$ cat config.mk
export PLATFORM = sky130hd
export DESIGN_NAME = cordic_ln_flat
export DESIGN_NICKNAME = d
export VERILOG_FILES = /design/src/rtl/cordic_ln_if.sv /design/src/rtl/cordic_ln.sv /design/src/flat_wrapper.sv
export SDC_FILE = /design/constraint.sdc
export NUM_CORES = 1
export LEC_CHECK = 0
export CORE_ASPECT_RATIO = 2
export CORE_MARGIN = 2
export CORE_UTILIZATION = 37
export DETAILED_ROUTE_END_ITERATION = 12
export SYNTH_ARGS = -nofsm -noshare
export SYNTH_HDL_FRONTEND = slang
export SYNTH_SLANG_ARGS = --single-unit
$ cat constraint.sdc
create_clock -name clk -period 7.3 [get_ports clk]
set_input_delay 1.825 -clock clk [delete_from_list [all_inputs] [get_ports clk]]
set_output_delay 1.825 -clock clk [all_outputs]
set_load 0.02 [all_outputs]
$ cat src/rtl/cordic_ln_if.sv
// ============================================================================
// Module      : cordic_ln_if
// Description : Start/done handshake bundle for the cordic_ln logarithm core.
// Revision    : 1.0 - initial release
// ============================================================================
`default_nettype none

interface cordic_ln_if;
  logic        start;
  logic [15:0] x_in;
  logic [15:0] ln_out;
  logic        done;
  logic        busy;
  logic        err;

  modport master (
    output start, x_in,
    input  ln_out, done, busy, err
  );

  modport slave (
    input  start, x_in,
    output ln_out, done, busy, err
  );
endinterface

`default_nettype wire

$ cat src/rtl/cordic_ln.sv
// ============================================================================
// Module      : cordic_ln
// Description : Hyperbolic vectoring CORDIC, ln() of unsigned Q8.8 -> Q4.11.
//               Optional macro CORDIC_LN_ROUND_EN selects round-half-away-from-
//               zero on the final 16->11 fraction conversion (else truncate).
// Revision    : 1.0 - initial release
// ============================================================================
`default_nettype none

module cordic_ln #(
  parameter int ITER = 14
) (
  input  logic        clk,
  input  logic        reset,
  cordic_ln_if.slave  bus
);

  localparam int c_N = ITER + ((ITER >= 4) ? 1 : 0) + ((ITER >= 13) ? 1 : 0);
  localparam logic signed [19:0] c_ONE = 20'sh10000;
  localparam logic signed [23:0] c_LN2 = 24'sd45426;

  typedef enum logic [1:0] {
    S_IDLE = 2'd0,
    S_NORM = 2'd1,
    S_ITER = 2'd2,
    S_FIN  = 2'd3
  } state_t;

  state_t             r_state;
  logic [15:0]        r_x;
  logic signed [3:0]  r_k;
  logic               r_zero;
  logic signed [19:0] r_xc;
  logic signed [19:0] r_yc;
  logic signed [19:0] r_zc;
  logic [4:0]         r_step;
  logic [15:0]        r_ln_out;
  logic               r_done;
  logic               r_busy;
  logic               r_err;

  // Micro-step number to CORDIC index; indices 4 and 13 each occur twice.
  function automatic logic [4:0] f_idx(input logic [4:0] s);
    if (s < 5'd4)
      return s + 5'd1;
    else if (s < 5'd14)
      return s;
    else
      return s - 5'd1;
  endfunction

  function automatic logic signed [19:0] f_atanh(input logic [4:0] i);
    case (i)
      5'd1:    return 20'sd35999;
      5'd2:    return 20'sd16739;
      5'd3:    return 20'sd8235;
      5'd4:    return 20'sd4101;
      5'd5:    return 20'sd2049;
      5'd6:    return 20'sd1024;
      5'd7:    return 20'sd512;
      5'd8:    return 20'sd256;
      5'd9:    return 20'sd128;
      5'd10:   return 20'sd64;
      5'd11:   return 20'sd32;
      5'd12:   return 20'sd16;
      5'd13:   return 20'sd8;
      5'd14:   return 20'sd4;
      5'd15:   return 20'sd2;
      5'd16:   return 20'sd1;
      default: return 20'sd0;
    endcase
  endfunction

  logic [3:0]         w_p;
  logic [4:0]         w_sh;
  logic signed [19:0] w_m;
  logic [4:0]         w_idx;
  logic signed [19:0] w_xs;
  logic signed [19:0] w_ys;
  logic signed [19:0] w_at;
  logic signed [23:0] w_z2;
  logic signed [23:0] w_k24;
  logic signed [23:0] w_kl;
  logic signed [23:0] w_ln_full;
  logic signed [23:0] w_conv;
  logic [15:0]        w_sat;

  // Leading-one search: the highest set bit wins because it is assigned last.
  always_comb begin
    w_p = 4'd0;
    for (int i = 0; i < 16; i++) begin
      if (r_x[i])
        w_p = 4'(i);
    end
  end

  assign w_sh  = 5'd16 - {1'b0, w_p};
  assign w_m   = $signed({4'b0000, r_x} << w_sh);

  assign w_idx = f_idx(r_step);
  assign w_xs  = r_xc >>> w_idx;
  assign w_ys  = r_yc >>> w_idx;
  assign w_at  = f_atanh(w_idx);

  assign w_z2      = {{3{r_zc[19]}}, r_zc, 1'b0};
  assign w_k24     = {{20{r_k[3]}}, r_k};
  assign w_kl      = w_k24 * c_LN2;
  assign w_ln_full = w_z2 + w_kl;

`ifdef CORDIC_LN_ROUND_EN
  // Biasing negatives by 15 instead of 16 makes the floor shift round half away from zero.
  assign w_conv = w_ln_full[23] ? ((w_ln_full + 24'sd15) >>> 5)
                                : ((w_ln_full + 24'sd16) >>> 5);
`else
  assign w_conv = w_ln_full >>> 5;
`endif

  always_comb begin
    w_sat = w_conv[15:0];
    if (w_conv > 24'sd32767)
      w_sat = 16'h7FFF;
    else if (w_conv < -24'sd32768)
      w_sat = 16'h8000;
  end

  always_ff @(posedge clk or posedge reset) begin
    if (reset) begin
      r_state  <= S_IDLE;
      r_x      <= '0;
      r_k      <= '0;
      r_zero   <= 1'b0;
      r_xc     <= '0;
      r_yc     <= '0;
      r_zc     <= '0;
      r_step   <= '0;
      r_ln_out <= '0;
      r_done   <= 1'b0;
      r_busy   <= 1'b0;
      r_err    <= 1'b0;
    end else begin
      r_done <= 1'b0;
      case (r_state)
        S_IDLE: begin
          if (bus.start) begin
            r_x     <= bus.x_in;
            r_busy  <= 1'b1;
            r_state <= S_NORM;
          end
        end
        S_NORM: begin
          if (r_x == 16'd0) begin
            r_zero  <= 1'b1;
            r_state <= S_FIN;
          end else begin
            r_zero  <= 1'b0;
            r_k     <= $signed(w_p - 4'd8);
            r_xc    <= w_m + c_ONE;
            r_yc    <= w_m - c_ONE;
            r_zc    <= '0;
            r_step  <= '0;
            r_state <= S_ITER;
          end
        end
        S_ITER: begin
          // Drive Y toward zero; Z accumulates atanh(Y0/X0).
          if (r_yc[19]) begin
            r_xc <= r_xc + w_ys;
            r_yc <= r_yc + w_xs;
            r_zc <= r_zc - w_at;
          end else begin
            r_xc <= r_xc - w_ys;
            r_yc <= r_yc - w_xs;
            r_zc <= r_zc + w_at;
          end
          if (r_step == 5'(c_N - 1))
            r_state <= S_FIN;
          else
            r_step <= r_step + 5'd1;
        end
        S_FIN: begin
          if (r_zero) begin
            r_ln_out <= 16'h8000;
            r_err    <= 1'b1;
          end else begin
            r_ln_out <= w_sat;
            r_err    <= 1'b0;
          end
          r_done  <= 1'b1;
          r_busy  <= 1'b0;
          r_state <= S_IDLE;
        end
        default: r_state <= S_IDLE;
      endcase
    end
  end

  assign bus.ln_out = r_ln_out;
  assign bus.done   = r_done;
  assign bus.busy   = r_busy;
  assign bus.err    = r_err;

endmodule

`default_nettype wire

$ cat src/flat_wrapper.sv
// flat-port wrapper written by rule: the top's interface ports become plain ports
module cordic_ln_flat 
#(
  parameter int ITER = 14
)
  (clk, reset, bus_start, bus_x_in, bus_ln_out, bus_done, bus_busy, bus_err);
  cordic_ln_if bus_i ();
  input  logic clk;
  input  logic reset;
  input wire logic [$bits(bus_i.start)-1:0] bus_start;
  input wire logic [$bits(bus_i.x_in)-1:0] bus_x_in;
  output wire logic [$bits(bus_i.ln_out)-1:0] bus_ln_out;
  output wire logic [$bits(bus_i.done)-1:0] bus_done;
  output wire logic [$bits(bus_i.busy)-1:0] bus_busy;
  output wire logic [$bits(bus_i.err)-1:0] bus_err;
  assign bus_i.start = bus_start;
  assign bus_i.x_in = bus_x_in;
  assign bus_ln_out = bus_i.ln_out;
  assign bus_done = bus_i.done;
  assign bus_busy = bus_i.busy;
  assign bus_err = bus_i.err;
  cordic_ln #(.ITER(ITER)) u_core (.clk(clk), .reset(reset), .bus(bus_i));
endmodule
==> load_flow_metrics.sql <==
INSERT INTO impl_metrics (metric_group, metric, value, unit) VALUES
('synthesis', 'synth_commonest_cells', 'nand2_1, nor2_1, a21oi_1', ''),
('clock_network', 'inserted_clock_buffers', '9', ''),
('detailed_routing', 'post_detailed_routing_wire_length', '42000', 'um'),
('timing', 'rsz0062_at_grt', 'no', ''),
('synthesis', 'synthFlopType', 'dfrtp_1', ''),
('clock_network', 'cts.reportedPaths.clkPinSlew', '0.08', 'ns'),
('worst_setup_path', 'worst_path_max_delay_cell', 'a221oi_1', ''),
('global_routing', 'grt_first_pass_wirelength', '66700', 'um'),
('cells_and_area', 'fillers', '3778', ''),
('floorplan', 'floorplan.initialDensity', '37.3', '%'),
('synthesis', 'post_synth_main_area_contributors', 'dfrtp_1, ha_1, a21oi_1', ''),
('floorplan', 'die_x', '139', 'um'),
('floorplan', 'ios', '38', ''),
('hold_path', 'holdCritPathClass', 'reg -> reg', ''),
('global_routing', 'all_layer_gr_usage', '21.8', '%'),
('detailed_routing', 'detail_route.wl_per_cell', '19.5', 'um'),
('worst_setup_path', 'timing.critical_path.required', '7.58', 'ns'),
('run_status', 'status', 'completed', ''),
('placed_design', 'hpwl', '32700', 'um'),
('timing', 'final.setup.tns', '0', 'ns'),
('clock_network', 'worst_skew_pair.late_latency', '0.39', 'ns'),
('synthesis', 'synthDominantAreaCellType', 'dfrtp_1', ''),
('cells_and_area', 'final-instance-count-excl-fill', '2154', ''),
('synthesis', 'number_of_standard_cells_after_synthesis', '1703', ''),
('clock_network', 'postCtsResizedCells', '0', ''),
('clock_network', 'cts_tree', 'built', ''),
('worst_setup_path', 'worst-r2r-setup-slack', '0.40', 'ns'),
('placed_design', 'port_buffers', '37', ''),
('synthesis', 'number_of_distinct_library_cell_variants_in_the_gate_level_netlist_after_synthesis', '101', ''),
('global_routing', 'grt_max_degree', '71', ''),
('timing', 'final-max-slew-violation-count', '0', ''),
('floorplan', 'placement_rows', '99', ''),
('detailed_routing', 'drc', '0', ''),
('timing', 'finalCriticalPeriod', '6.90', 'ns'),
('synthesis', 'cell_with_the_most_instances_after_synthesis', 'nand2_1', ''),
('cells_and_area', 'drive_gt1_share', '8.82', '%'),
('timing', 'clock.fmax', '0.145', 'GHz'),
('synthesis', 'synth_top_area_share', '19.9', '%'),
('cells_and_area', 'num_antenna_cells', '0', ''),
('worst_setup_path', 'critical_path.endpoint_type', 'register', ''),
('synthesis', 'avgSynthCellArea', '7.92', 'um^2'),
('worst_setup_path', 'timing_worst_setup_path_type', 'reg -> reg', ''),
('worst_setup_path', 'cp.arrival', '7.18', 'ns'),
('placed_design', 'total_instance_count_after_detailed_placement', '2138', ''),
('worst_setup_path', 'cp_top_family', 'compound AO/OA/AOI/OAI gates', ''),
('floorplan', 'die_h', '274', 'um'),
('cells_and_area', 'post-route-util', '40.2', '%'),
('synthesis', 'synth_enable_flop_cells', '0', ''),
('worst_setup_path', 'timing.critical_path.from_type', 'register', ''),
('timing', 'timing_worst_slew_pin_value', '1.33', 'ns'),
('detailed_routing', 'ant_nets', '0', ''),
('detailed_routing', 'drtPass1Iterations', '5', ''),
('flow_run', 'maxCapViolations', '0', ''),
('clock_network', 'cts.htree.levels', '3', ''),
('timing', 'period_share', '94.5', '%'),
('worst_setup_path', 'crit_buf_inv', '2', ''),
('detailed_routing', 'dr.first_iter.drc_count', '1092', ''),
('timing', 'report.final.hold_viol_count', '0', ''),
('clock_network', 'clock-root-buffer', 'clkbuf_16', ''),
('detailed_routing', 'route.vias.total', '12700', ''),
('timing', 'max-slew-margin-rel', '10.6', '%'),
('synthesis', 'yosys_register_bits', '107', ''),
('synthesis', 'synth_sequential_area_ratio', '19.9', '%'),
('worst_setup_path', 'cp_slowest_stage_delay', '0.66', 'ns'),
('synthesis', 'synthesis.nets', '1846', ''),
('clock_network', 'cts-root-to-sink-buffers', '2', ''),
('cells_and_area', 'finalNetCount', '1838', ''),
('placed_design', 'place_congestion', '1.02', ''),
('global_routing', 'global_route.overflow_total', '0', ''),
('synthesis', 'synthArstFlopShare', '100', '%'),
('global_routing', 'antenna_found_initial', '0', '');
-- cell usage in the layout, fill, tap and decap left out, types with 43 or more instances in the layout --
master and count:
a21oi_1 149, dfrtp_1 106, ha_1 116, inv_1 60, mux2i_1 59, nand2_1 172
nor2_1 167, nor3_1 43, o21ai_0 94, xnor2_1 68
-- flip-flops by register name, indices dropped and copies added, names as in the netlist --
| register | cells |
|---|---|
| u_core.r_xc | 20 |
| u_core.r_yc | 20 |
| u_core.r_zc | 20 |
| u_core.bus.ln_out | 16 |
| u_core.r_x | 16 |
| u_core.r_step | 5 |
| u_core.r_k | 4 |
| u_core.r_state | 2 |
| u_core.bus.busy | 1 |
| u_core.bus.done | 1 |
| u_core.bus.err | 1 |
| u_core.r_zero | 1 |
-- logic make-up after synthesis --
| family | count (synthesis) | share of synthesized area [%] |
|---|---|---|
| buf+inv | 155 | 5.07 |
| xor+xnor | 112 | 7.38 |
| compound gates | 549 | 28.1 |
| flops | 107 | 19.9 |
| fa+ha+maj | 124 | 11.9 |
| mux | 89 | 7.15 |
| simple gates | 567 | 20.5 |
-- final cells by class --
cell class | count | area (um^2) | share of cell area, %
Clock buffer | 11 | 253 | 1.74
Clock inverter | 5 | 41.3 | 0.284
Inverter | 63 | 239 | 1.64
Multi-Input combinational cell | 1441 | 10100 | 69.6
Sequential cell | 107 | 2680 | 18.4
Tap cell | 454 | 568 | 3.90
Timing Repair Buffer | 73 | 641 | 4.40
-- metal layers --
layer / vias to the layer above / track usage, % / wire, um
met5: - / 0 / 0
met4: 0 / 7.28 / 1210
met3: 61 / 2.22 / 2100
met1: 6090 / 30.1 / 19300
li1: 6238 / - / -
met2: 360 / 35.8 / 19400
-- final timing paths --
check / depth (start not counted) / end / startpoint
setup / recovery: 27 / u_core.r_yc[19] / u_core.r_step[1]
hold / removal: 1 / u_core.bus.ln_out[6] / u_core.bus.ln_out[6]
setup reg to reg: 27 / u_core.r_yc[19] / u_core.r_step[1]
hold reg to reg: 1 / u_core.bus.ln_out[6] / u_core.bus.ln_out[6]
max in group asynchronous: 3 / u_core.r_yc[19] / reset
min in group asynchronous: 2 / u_core.r_x[11] / reset
-- through the flow --
stage | hold slack, ns | area (um^2) | worst slack [ns]
2_1_floorplan | 0.471 | 13500 | 1.16
3_3_place_gp | 0.488 | 14300 | 0.705
3_5_place_dp | 0.506 | 14300 | 0.570
4_1_cts | 0.525 | 14600 | 0.556
5_1_grt | 0.541 | 14600 | 0.0630
6_report | 0.518 | 14600 | 0.399
-- worst register-to-register path, cell delays in order (launching register included) --
cell	delay [ns]
dfrtp_1	0.56
inv_1	0.08
ha_1	0.39
nor4_4	0.25
a221o_2	0.43
nor3_2	0.11
a21oi_1	0.35
nand2_1	0.09
a221oi_1	0.66
inv_1	0.10
ha_1	0.21
nor3b_1	0.15
nor3b_2	0.19
a21oi_1	0.19
xor2_1	0.18
ha_1	0.31
a21o_1	0.20
a21o_1	0.16
a21oi_1	0.24
o21ai_0	0.16
and3_1	0.23
a211oi_1	0.40
o21bai_1	0.13
a21o_1	0.23
a31o_2	0.26
nand3_1	0.08
a21boi_1	0.07
o32a_1	0.35
Power is not shown: default switching activity piles up to over one toggle a cycle in this logic, so the estimate is an artifact.
